### src/rtl/sha1_pad.sv
// sha1_pad: byte-stream message padder feeding the SHA-1 engine.
// Collects bytes into a 512-bit block register, appends the 0x80 marker,
// zero fill and the 64-bit big-endian bit length, and presents whole
// blocks on a valid/ready handshake with a final-block flag.
module sha1_pad (
  input  logic         wb_clk_i,
  input  logic         reset,
  input  logic         in_valid,
  output logic         in_ready,
  input  logic [7:0]   in_data,
  input  logic         in_last,
  output logic         block_valid,
  input  logic         block_ready,
  output logic [511:0] block_o,
  output logic         block_last
);

  typedef enum logic [1:0] {
    S_FILL = 2'd0,
    S_PAD  = 2'd1,
    S_EMIT = 2'd2
  } state_t;

  state_t         r_state;
  state_t         w_state_next;
  logic [511:0]   r_block;
  logic [511:0]   w_block_next;
  logic [6:0]     r_byte_idx;
  logic [6:0]     w_byte_idx_next;
  logic [63:0]    r_bit_len;
  logic [63:0]    w_bit_len_next;
  logic           r_marker_done;
  logic           w_marker_done_next;
  logic           r_last_seen;
  logic           w_last_seen_next;
  logic           r_block_last;
  logic           w_block_last_next;

  logic           w_xfer;
  logic           w_hs;
  logic           w_len_here;

  // Input is only taken while filling; reset holds the stream off.
  assign in_ready    = (r_state == S_FILL) && !reset;
  assign w_xfer      = in_valid && in_ready;
  assign w_hs        = (r_state == S_EMIT) && block_ready;
  // Length fits in this block if the marker lands at byte 55 or earlier,
  // or the marker already went out in the previous block.
  assign w_len_here  = r_marker_done || (r_byte_idx <= 7'd55);

  assign block_valid = (r_state == S_EMIT);
  assign block_o     = r_block;
  assign block_last  = r_block_last;

  // Per-byte next value of the block register. Byte n lives in word n/4,
  // earliest byte of each word in its most significant lane.
  for (genvar gi = 0; gi < 64; gi++) begin : g_byte
    localparam int LSB = 32 * (gi / 4) + 24 - 8 * (gi % 4);
    logic [7:0] w_nb;
    logic [7:0] w_len_byte;
    logic       w_len_en;

    if (gi >= 56) begin : g_len
      assign w_len_byte = r_bit_len[63 - 8 * (gi - 56) -: 8];
      assign w_len_en   = w_len_here;
    end else begin : g_nolen
      assign w_len_byte = 8'h00;
      assign w_len_en   = 1'b0;
    end

    // Select the new content of this byte lane for the current state.
    always_comb begin
      w_nb = r_block[LSB +: 8];
      case (r_state)
        S_FILL: begin
          if (w_xfer && (r_byte_idx == 7'(gi))) begin
            w_nb = in_data;
          end
        end
        S_PAD: begin
          if (!r_marker_done && (r_byte_idx == 7'(gi))) begin
            w_nb = 8'h80;
          end else if ((7'(gi) > r_byte_idx) ||
                       (r_marker_done && (7'(gi) >= r_byte_idx))) begin
            w_nb = 8'h00;
          end
          if (w_len_en) begin
            w_nb = w_len_byte;
          end
        end
        S_EMIT: begin
          if (w_hs) begin
            w_nb = 8'h00;
          end
        end
        default: begin
          w_nb = r_block[LSB +: 8];
        end
      endcase
    end

    assign w_block_next[LSB +: 8] = w_nb;
  end

  // Next-state logic for the FILL / PAD / EMIT sequencer and its counters.
  always_comb begin
    w_state_next       = r_state;
    w_byte_idx_next    = r_byte_idx;
    w_bit_len_next     = r_bit_len;
    w_marker_done_next = r_marker_done;
    w_last_seen_next   = r_last_seen;
    w_block_last_next  = r_block_last;
    case (r_state)
      S_FILL: begin
        if (w_xfer) begin
          w_byte_idx_next = r_byte_idx + 7'd1;
          w_bit_len_next  = r_bit_len + 64'd8;
          if (r_byte_idx == 7'd63) begin
            // Block full: ship raw data, finish padding afterwards if last.
            w_state_next      = S_EMIT;
            w_block_last_next = 1'b0;
            if (in_last) begin
              w_last_seen_next = 1'b1;
            end
          end else if (in_last) begin
            w_state_next     = S_PAD;
            w_last_seen_next = 1'b1;
          end
        end
      end
      S_PAD: begin
        w_marker_done_next = 1'b1;
        w_block_last_next  = w_len_here;
        w_state_next       = S_EMIT;
      end
      S_EMIT: begin
        if (w_hs) begin
          w_byte_idx_next = 7'd0;
          if (r_block_last) begin
            w_state_next       = S_FILL;
            w_bit_len_next     = 64'd0;
            w_marker_done_next = 1'b0;
            w_last_seen_next   = 1'b0;
            w_block_last_next  = 1'b0;
          end else if (r_last_seen) begin
            w_state_next = S_PAD;
          end else begin
            w_state_next = S_FILL;
          end
        end
      end
      default: begin
        w_state_next = S_FILL;
      end
    endcase
  end

  // State and datapath registers with synchronous reset.
  always_ff @(posedge wb_clk_i) begin
    if (reset) begin
      r_state       <= S_FILL;
      r_block       <= '0;
      r_byte_idx    <= '0;
      r_bit_len     <= '0;
      r_marker_done <= 1'b0;
      r_last_seen   <= 1'b0;
      r_block_last  <= 1'b0;
    end else begin
      r_state       <= w_state_next;
      r_block       <= w_block_next;
      r_byte_idx    <= w_byte_idx_next;
      r_bit_len     <= w_bit_len_next;
      r_marker_done <= w_marker_done_next;
      r_last_seen   <= w_last_seen_next;
      r_block_last  <= w_block_last_next;
    end
  end

endmodule

### config.mk
export PLATFORM = sky130hd
export DESIGN_NAME = sha1_pad
export DESIGN_NICKNAME = d
export VERILOG_FILES = /design/src/rtl/sha1_pad.sv
export SDC_FILE = /design/constraint.sdc
export NUM_CORES = 1
export LEC_CHECK = 0
export CAP_MARGIN = 20
export CORE_ASPECT_RATIO = 0.8
export CORE_MARGIN = 2
export CORE_UTILIZATION = 39
export CTS_CLUSTER_DIAMETER = 100
export DETAILED_ROUTE_END_ITERATION = 8
export PLACE_DENSITY = 0.62
export SLEW_MARGIN = 20
export SYNTH_ARGS = -nofsm -noshare
export SYNTH_HDL_FRONTEND = slang
export SYNTH_SLANG_ARGS = --single-unit
### constraint.sdc
create_clock -name wb_clk_i -period 3.63 [get_ports wb_clk_i]
set_clock_uncertainty 0.1 [all_clocks]
set_input_delay 0.5445 -clock wb_clk_i [delete_from_list [all_inputs] [get_ports wb_clk_i]]
set_output_delay 0.5445 -clock wb_clk_i [all_outputs]
set_load 0.01 [all_outputs]
==> results of run 1 <==
## per-layer routing
layer,global-route usage [%],wire [um],up-vias
met1,36.9,40600,11211
met2,43.7,42200,979
met5,0,0,-
li1,-,-,10551
met4,9.39,3120,0
met3,7.39,8180,166
## power by group through the flow
stage	Clock, mW	Combinational (mW)	Sequential (mW)
after CTS	6.44	14.9	9.53
after floorplan	0	6.42	10.3
final	6.33	15.0	9.53
after global placement	0	14.7	9.55
after global routing	6.71	15.9	9.74
after detailed placement	0	14.8	9.62
## cell families (layout without fill, tap and decap cells)
kind of cell             count (synthesis)  count (layout)  share of synthesized area (%)
AND/OR/NAND/NOR                        914             914                           20.4
XOR/XNOR                                22              22                          0.784
adder cells (fa/ha/maj)                  9               9                          0.458
multiplexers                           248             248                           10.1
flip-flops                             585             585                           47.7
AO/OA/AOI/OAI                          630             630                           16.2
buffers and inverters                  271             794                           4.36
## synth_stat cells, types with 32 or more instances
| master | count |
|---|---|
| sky130_fd_sc_hd__dfxtp_1 | 585 |
| sky130_fd_sc_hd__nor2_1 | 317 |
| sky130_fd_sc_hd__mux2i_1 | 244 |
| sky130_fd_sc_hd__o21ai_0 | 224 |
| sky130_fd_sc_hd__clkbuf_1 | 204 |
| sky130_fd_sc_hd__nand3b_1 | 163 |
| sky130_fd_sc_hd__a21oi_1 | 142 |
| sky130_fd_sc_hd__nand2b_1 | 85 |
| sky130_fd_sc_hd__a211oi_1 | 77 |
| sky130_fd_sc_hd__nand3_1 | 71 |
| sky130_fd_sc_hd__nand2_1 | 62 |
| sky130_fd_sc_hd__nor3_1 | 47 |
| sky130_fd_sc_hd__o31ai_1 | 42 |
| sky130_fd_sc_hd__or4_1 | 32 |
## worst max path at each step
stage                        from            to  slack [ps]  depth (start not counted)
global route           r_state[0]      in_ready         200                          6
CTS                    r_state[0]      in_ready         340                          6
global placement         in_valid  block_o[310]         270                          8
floorplan           r_byte_idx[1]  block_o[280]         740                         11
detailed placement       in_valid  block_o[310]         260                          8
finish                 r_state[0]      in_ready         380                          6
## flip-flops by register name, summed over array words and instances, names as in the netlist
signal         cells
r_last_seen        1
block_o          512
r_bit_len         61
r_marker_done      1
block_last         1
r_state            2
r_byte_idx         7
## layout make-up
type                    instances  area (sq um)  share of cell area (%)
multi-input cells            1823         11900                    36.0
flip-flops and latches        585         11700                    35.4
repair buffers                664          6350                    19.2
clock buffers                  84          1740                    5.27
well taps                     840          1050                    3.18
clock inverters                25           268                   0.809
inverters                      21          78.8                   0.238
## worst max-delay path, cell delays in order (launching register included)
cell and delay [ps]:
sky130_fd_sc_hd__dfxtp_1 360, sky130_fd_sc_hd__inv_1 110, sky130_fd_sc_hd__ha_2 310, sky130_fd_sc_hd__inv_1 250, sky130_fd_sc_hd__buf_4 240, sky130_fd_sc_hd__nor2_1 120, sky130_fd_sc_hd__clkdlybuf4s50_1 610
==> results by stage, run 1 <==
Power:
- Cell internal power was estimated by the tool at between 15 and 20 mW.
- The analysis attributes to net switching a power of approximately 12 mW.
- The share of total power dissipated in combinational logic is approximately half.
- VDD sags by at most between 0.5 and 0.6 mV.
- Of the total power, the share spent switching nets is approximately two fifths.
- The total power of the final layout is between 30 and 40 mW.
- The share of power burned in registers is 30.9%.
- The clock network is responsible for about 21% of the overall power.
- For this design the static power due to leakage is approximately 12 nW.
- Dividing total power by cell area gives a power density of 932 nW/um^2.

Final layout:
- The top cell types in the final layout, fill and taps aside, are 584 x sky130_fd_sc_hd__dfxtp_1, 526 x sky130_fd_sc_hd__clkdlybuf4s50_1, 315 x sky130_fd_sc_hd__nor2_1.
- The share of post-route cells with drive strength above 1 is 9.46%.
- For this run, the share of the core covered by cells in the final layout is between 50 and 60%.
- The number of antenna diodes in the final layout is 0.
- After filler insertion, the fill cell instance count of the layout stands at between 5000 and 6000.
- The finished layout holds 4042 standard cells, fillers aside.
- Leaving out fill and tap cells, the most frequent cell in the layout is sky130_fd_sc_hd__dfxtp_1.
- Summing all non-filler instances in the final layout gives an area of 33100 sq um.
- At the end of the flow, the number of nets in the layout was 3176.
- The area growth from synthesis to layout is 34.8%.

CTS:
- The insertion delay to the later sink of the worst-skew pair is about 620 ps.
- The number of cells upsized or downsized after cts is 0.
- The buffer levels on the longest clock path is 3.
- The H-tree was split into 2 levels.
- Clock tree synthesis inserted a total of 59 buffers.
- The clock transition at the registers of the reported paths is 70 ps.
- After clock tree synthesis, the setup repair step added 0 buffers.
- CTS placed an instance of sky130_fd_sc_hd__clkbuf_16 at the clock tree root.
- The clock net in this run drives a total of around 590 sinks.
- Hold repair after CTS inserted 0 buffers.
- TritonCTS built the clock tree.

Logic synthesis:
- The fraction of synthesis flops using an asynchronous set or reset pin is 0%.
- The largest area contributor in the netlist is sky130_fd_sc_hd__dfxtp_1.
- The synthesized design contains 585 register bits.
- The top cell type's share of synthesized area is roughly 48%.
- The mapped cell area is approximately 25000 sq um.
- Synthesis instantiated 86 different standard cells from the library.
- The sequential fraction of the synthesis area is roughly 48%.
- The most common flop cell mapped by yosys is sky130_fd_sc_hd__dfxtp_1.
- In the post-synthesis netlist, the biggest area contributors are sky130_fd_sc_hd__dfxtp_1 48%, sky130_fd_sc_hd__mux2i_1 9.9%, sky130_fd_sc_hd__nand3b_1 5.0%.
- The Yosys warning count is 0.
- The post-synthesis net count is approximately 2700.
- The count of flip-flops with a built-in enable after synthesis is 0.
- The average cell area after synthesis is 9.17 sq um.
- Synthesis produced a netlist whose cell count is around 2700.

Floorplan:
- The die outline area is approximately 65000 sq um.
- The vertical die dimension is 228 um.
- For this configuration, the core starts out at a cell density of about 39%.
- The floorplan step set the die width to ~280 um.
- The floorplan has 82 rows.
- In this run the standard cell core region covers 62500 sq um.
- The I/O pin count is about 530.

Drt:
- The number of vias per cell after detailed routing is about 5.7.
- The count of nets left with antenna violations once routing finished came out at 0.
- The initial detailed-routing violation count is about 2200.
- After detailed routing, the average wire length per cell comes to approximately 23 um.
- The final wirelength is approximately 94000 um.
- For this run, design rule violations remaining after detail routing come to 0.
- The first TritonRoute pass finished after 8 iterations.
- Summing over every cut layer, the via total after detailed routing is roughly 23000.

STA:
- Once routing completed, OpenROAD measured the worst setup slack at 378 ps.
- The slew at the pin closest to its max-slew limit is ~1100 ps.
- The final count of hold timing violations came to 0.
- On the final layout, the worst hold slack is about 350 ps.
- The final critical-path required period is between 3000 and 4000 ps.
- Dividing the final minimum period by the clock period gives 89.6%.
- The worst-case headroom to the max-slew limit is around 25%.
- Based on the critical path, the design can be clocked at up to around 310 MHz.
- The setup violation total in the final timing report is 0.
- The final sum of negative setup slack is 0 ps.
- The final-report max-slew violation count is 0.
- Setup repair after global routing left no endpoint under its margin.

Placed design:
- The worst setup slack before clock tree synthesis is around 260 ps.
- Port buffering added 527 buffers.
- After legalization and detailed placement, the total HPWL measured 65500 um.
- Routability-driven placement finished with a final weighted congestion of 0.941.
- The post-detailed-placement cell area is between 30000 and 40000 sq um.
- Including well taps, the total number of placed cells is slightly below 4000.

Critical path:
- The number of cells on the worst reg-to-reg path is 7.
- Along the worst path, the maximum fanout reaches 9.
- The worst endpoint required time is about 3000 ps.
- The worst register-to-register path ends at block_o[157].
- The data arrival time of the worst path is approximately 2600 ps.
- STA classifies the critical path endpoint as an output port.
- The type of the worst setup path is reg2out.
- The beginning of the worst register-to-register path is r_byte_idx[0].
- STA classifies the critical path startpoint as a register.
- Across all register-to-register paths, the minimum setup slack is ~420 ps.

Hold path:
- The type of the most critical hold path is reg2reg.
- The path with the worst hold slack has its endpoint at block_o[431].
- The worst hold path cell count is 2.
- In this run the most critical hold path is launched from block_o[431].

Global routing:
- The total global-route track usage is 27.8%.
- The global-route wire length before repair is 141000 um.
- The initial antenna violation count is 1.
- Entering global routing, the biggest net connects between 100 and 150 pins.
- The total global routing overflow is 0.
- The via count of the first global-routing pass is ~22000.

Job:
- The number of max-cap violations is 0.

Status:
- The run finished with clean final reports.
Note: power is estimated with default switching activity, not from simulation.
==> inputs of run 2 (changes only) <==
Settings changed: PLACE_DENSITY 0.62 to not set.
==> run 2 against run 1 <==
- clock-buffer cell count increased by 7
- wire length increased by 0.71%
- sequential cell count unchanged
- core utilization decreased by 0.11 points
- final cell count decreased by 0.54%
- worst hold slack got worse by 310 ps
- combinational power about the same
- sequential power about the same
- register-to-register slack got worse by 110 ps
- first-iteration DRC count increased by 3.1%
- critical path type unchanged
==> results by stage, run 2 (synthesis gave the netlist of run 1 again) <==
Status:
- The run finished with clean final reports.

CTS:
- The post-cts hold buffer count is 0.
- The cell sitting at the root of the clock tree is a sky130_fd_sc_hd__clkbuf_16.
- Clock-pin slew was measured on the worst setup and hold paths at about 70 ps.
- At the later pin of the worst-skew pair, clock insertion delay measures 650 ps.
- For this design, the sink count on the clock tree is between 500 and 600.
- The H-tree depth is 2.
- The number of clock buffers added by TritonCTS is just over 60.
- The clock passes through at most 3 buffers.
- TritonCTS built the clock tree.

Final layout:
- Cells with a size suffix above 1 make up under 10% of the layout.
- The final core area utilization is 52.9%.
- The most common cell after layout, fill and taps aside is sky130_fd_sc_hd__dfxtp_1.
- The post-layout net count is around 3200.
- The number of flip-flops in the largest register is 512.
- The register cell area after layout is 11700 sq um.
- The footprint of the multi-input gates is 11900 sq um.
- Leaving out fill and tap cells, the most frequent cells in the layout are 584 x sky130_fd_sc_hd__dfxtp_1, 526 x sky130_fd_sc_hd__clkdlybuf4s50_1, 315 x sky130_fd_sc_hd__nor2_1.
- Compared with the post-synthesis result, the final layout area differs by 34.5%.
- The filler cells instantiated in the layout total about 5600.

Placed design:
- The worst setup slack before clock tree synthesis is roughly 240 ps.
- In this run the tool buffered the top-level ports with ~530 buffer cells.
- The weighted congestion at the end of routability-driven global placement is approximately 0.94.
- Detailed placement finished with a half-perimeter wire length of approximately 66000 um.

STA:
- The share of the clock period used by the worst path is between 90% and 100%.
- The final-report max-slew violation count was 0.
- The slew at the pin closest to its max-slew limit is ~1200 ps.
- After layout, the worst setup slack is between 100 and 150 ps.
- The maximum achievable frequency is approximately 290 MHz.
- Setup repair after global routing left no endpoint under its margin.
- The final critical-path required period is about 3500 ps.
- The worst-case headroom to the max-slew limit is a little under a quarter.
- The worst hold slack is 42.9 ps.
- For the final routed database, the setup TNS stands at 0 ps.
- The final count of hold timing violations is 0.
- The setup violation total in the final timing report is 0.

Floorplan:
- The chip width is approximately 280 um.
- The floorplan step set the die height to roughly 230 um.
- around 530 I/O pins were placed.
- The floorplan step defined a die boundary enclosing ~65000 sq um.
- The site row count is 82.
- The effective utilization at floorplan is 39.3%.
- The region available for standard cell placement spans between 60000 and 70000 sq um.

Global routing:
- The total global routing overflow is 0.
- Entering global routing, the biggest net connects around 160 pins.
- Global routing used around 28% of the available tracks.
- The initial antenna violation count is 3.
- The global-route wire length before repair is between 100000 and 150000 um.
- The via count of the first global-routing pass is about 22000.

Drt:
- The pre-antenna-repair detailed-routing pass consisted of 6 iterations.
- In the routed design, unresolved DRC markers number 0.
- The routed wirelength normalized by instance count is approximately 24 um.
- The final wirelength is between 90000 and 100000 um.
- The initial detailed-routing violation count is ~2300.
- In this run the remaining antenna-violating nets after routing total 0.
- The number of vias per cell after detailed routing is ~5.7.
- The detailed router placed around 23000 vias in this run.

Critical path:
- The critical path is of the reg2out type.
- Data on the critical path is required at its endpoint by 2990 ps.
- The endpoint type of the worst setup path is an output port.
- The peak fanout along the critical path is 19.
- STA classifies the critical path startpoint as a register.
- For the worst setup path, the data arrival time is ~2900 ps.

Job:
- Max-cap violations in this run came to 0.

Power:
- The leakage power of the design is 12.1 nW.
- In this run the power density over the cells is just over 900 nW/um^2.
- The worst supply voltage drop on vdd is approximately 0.5 mV.
- Power comes to 30.8 mW.

Hold path:
- The worst hold path belongs to the class in2reg.
-- run 2: changes by cell type in the layout (fill, tap and decap cells not counted), moves of 2 or more --
cell | before | now
sky130_fd_sc_hd__o31ai_4 | 0 | 3
sky130_fd_sc_hd__buf_4 | 132 | 112
sky130_fd_sc_hd__clkbuf_1 | 10 | 15
sky130_fd_sc_hd__clkbuf_4 | 2 | 0
sky130_fd_sc_hd__inv_6 | 0 | 3
sky130_fd_sc_hd__clkinv_2 | 14 | 3
sky130_fd_sc_hd__clkinvlp_4 | 4 | 1
sky130_fd_sc_hd__clkbuf_8 | 13 | 15
sky130_fd_sc_hd__o31ai_2 | 8 | 5
-- run 2: timing repair --
action | 4_1_cts | 5_1_grt
buffers inserted | 0 | 0
gates resized for setup | 1 | 0
endpoints found under the setup margin | 1 | 0
-- run 2: final timing paths --
kind         slack [ps]  cells past startpoint         start           end
max                 140                      7    r_state[1]      in_ready
min                  40                      2         reset    r_state[0]
max reg2reg         310                      8    r_state[0]  block_o[308]
min reg2reg         350                      2  block_o[431]  block_o[431]
-- run 2: metal layers --
| layer | global-route usage (%) | up-vias | wire length (um) |
|---|---|---|---|
| li1 | - | 10525 | - |
| met5 | 0 | - | 13 |
| met2 | 44.7 | 1049 | 42900 |
| met3 | 7.67 | 187 | 8740 |
| met1 | 36.3 | 11211 | 39900 |
| met4 | 9.74 | 2 | 3230 |
-- run 2: layout make-up --
cell class | instances | area share, %
antenna | 1 | 0.00758
clock buffer | 91 | 5.42
clock inverter | 15 | 0.739
inverter | 21 | 0.239
multi-input combinational | 1823 | 36.1
sequential | 585 | 35.5
tap | 840 | 3.18
timing repair buffer | 644 | 18.8
-- run 2: where the power goes --
group          internal, mW  switching, mW
combinational          6.43           8.45
clock                  3.75           2.65
sequential             8.37           1.17
total                  18.5           12.3
-- run 2: through the flow --
step | cell area, sq um | instances
final | 33000 | 4020
after CTS | 33000 | 4019
after detailed placement | 30900 | 3913
after floorplan | 24600 | 2679
after global placement | 30900 | 3912
after global routing | 33000 | 4020
-- run 2: worst max-delay path: stages (launching register included) --
cell and delay (ps):
sky130_fd_sc_hd__dfxtp_1 330, sky130_fd_sc_hd__inv_1 160, sky130_fd_sc_hd__ha_4 320, sky130_fd_sc_hd__inv_1 190
sky130_fd_sc_hd__buf_4 220, sky130_fd_sc_hd__buf_4 170, sky130_fd_sc_hd__nor2_1 170, sky130_fd_sc_hd__clkdlybuf4s50_1 620
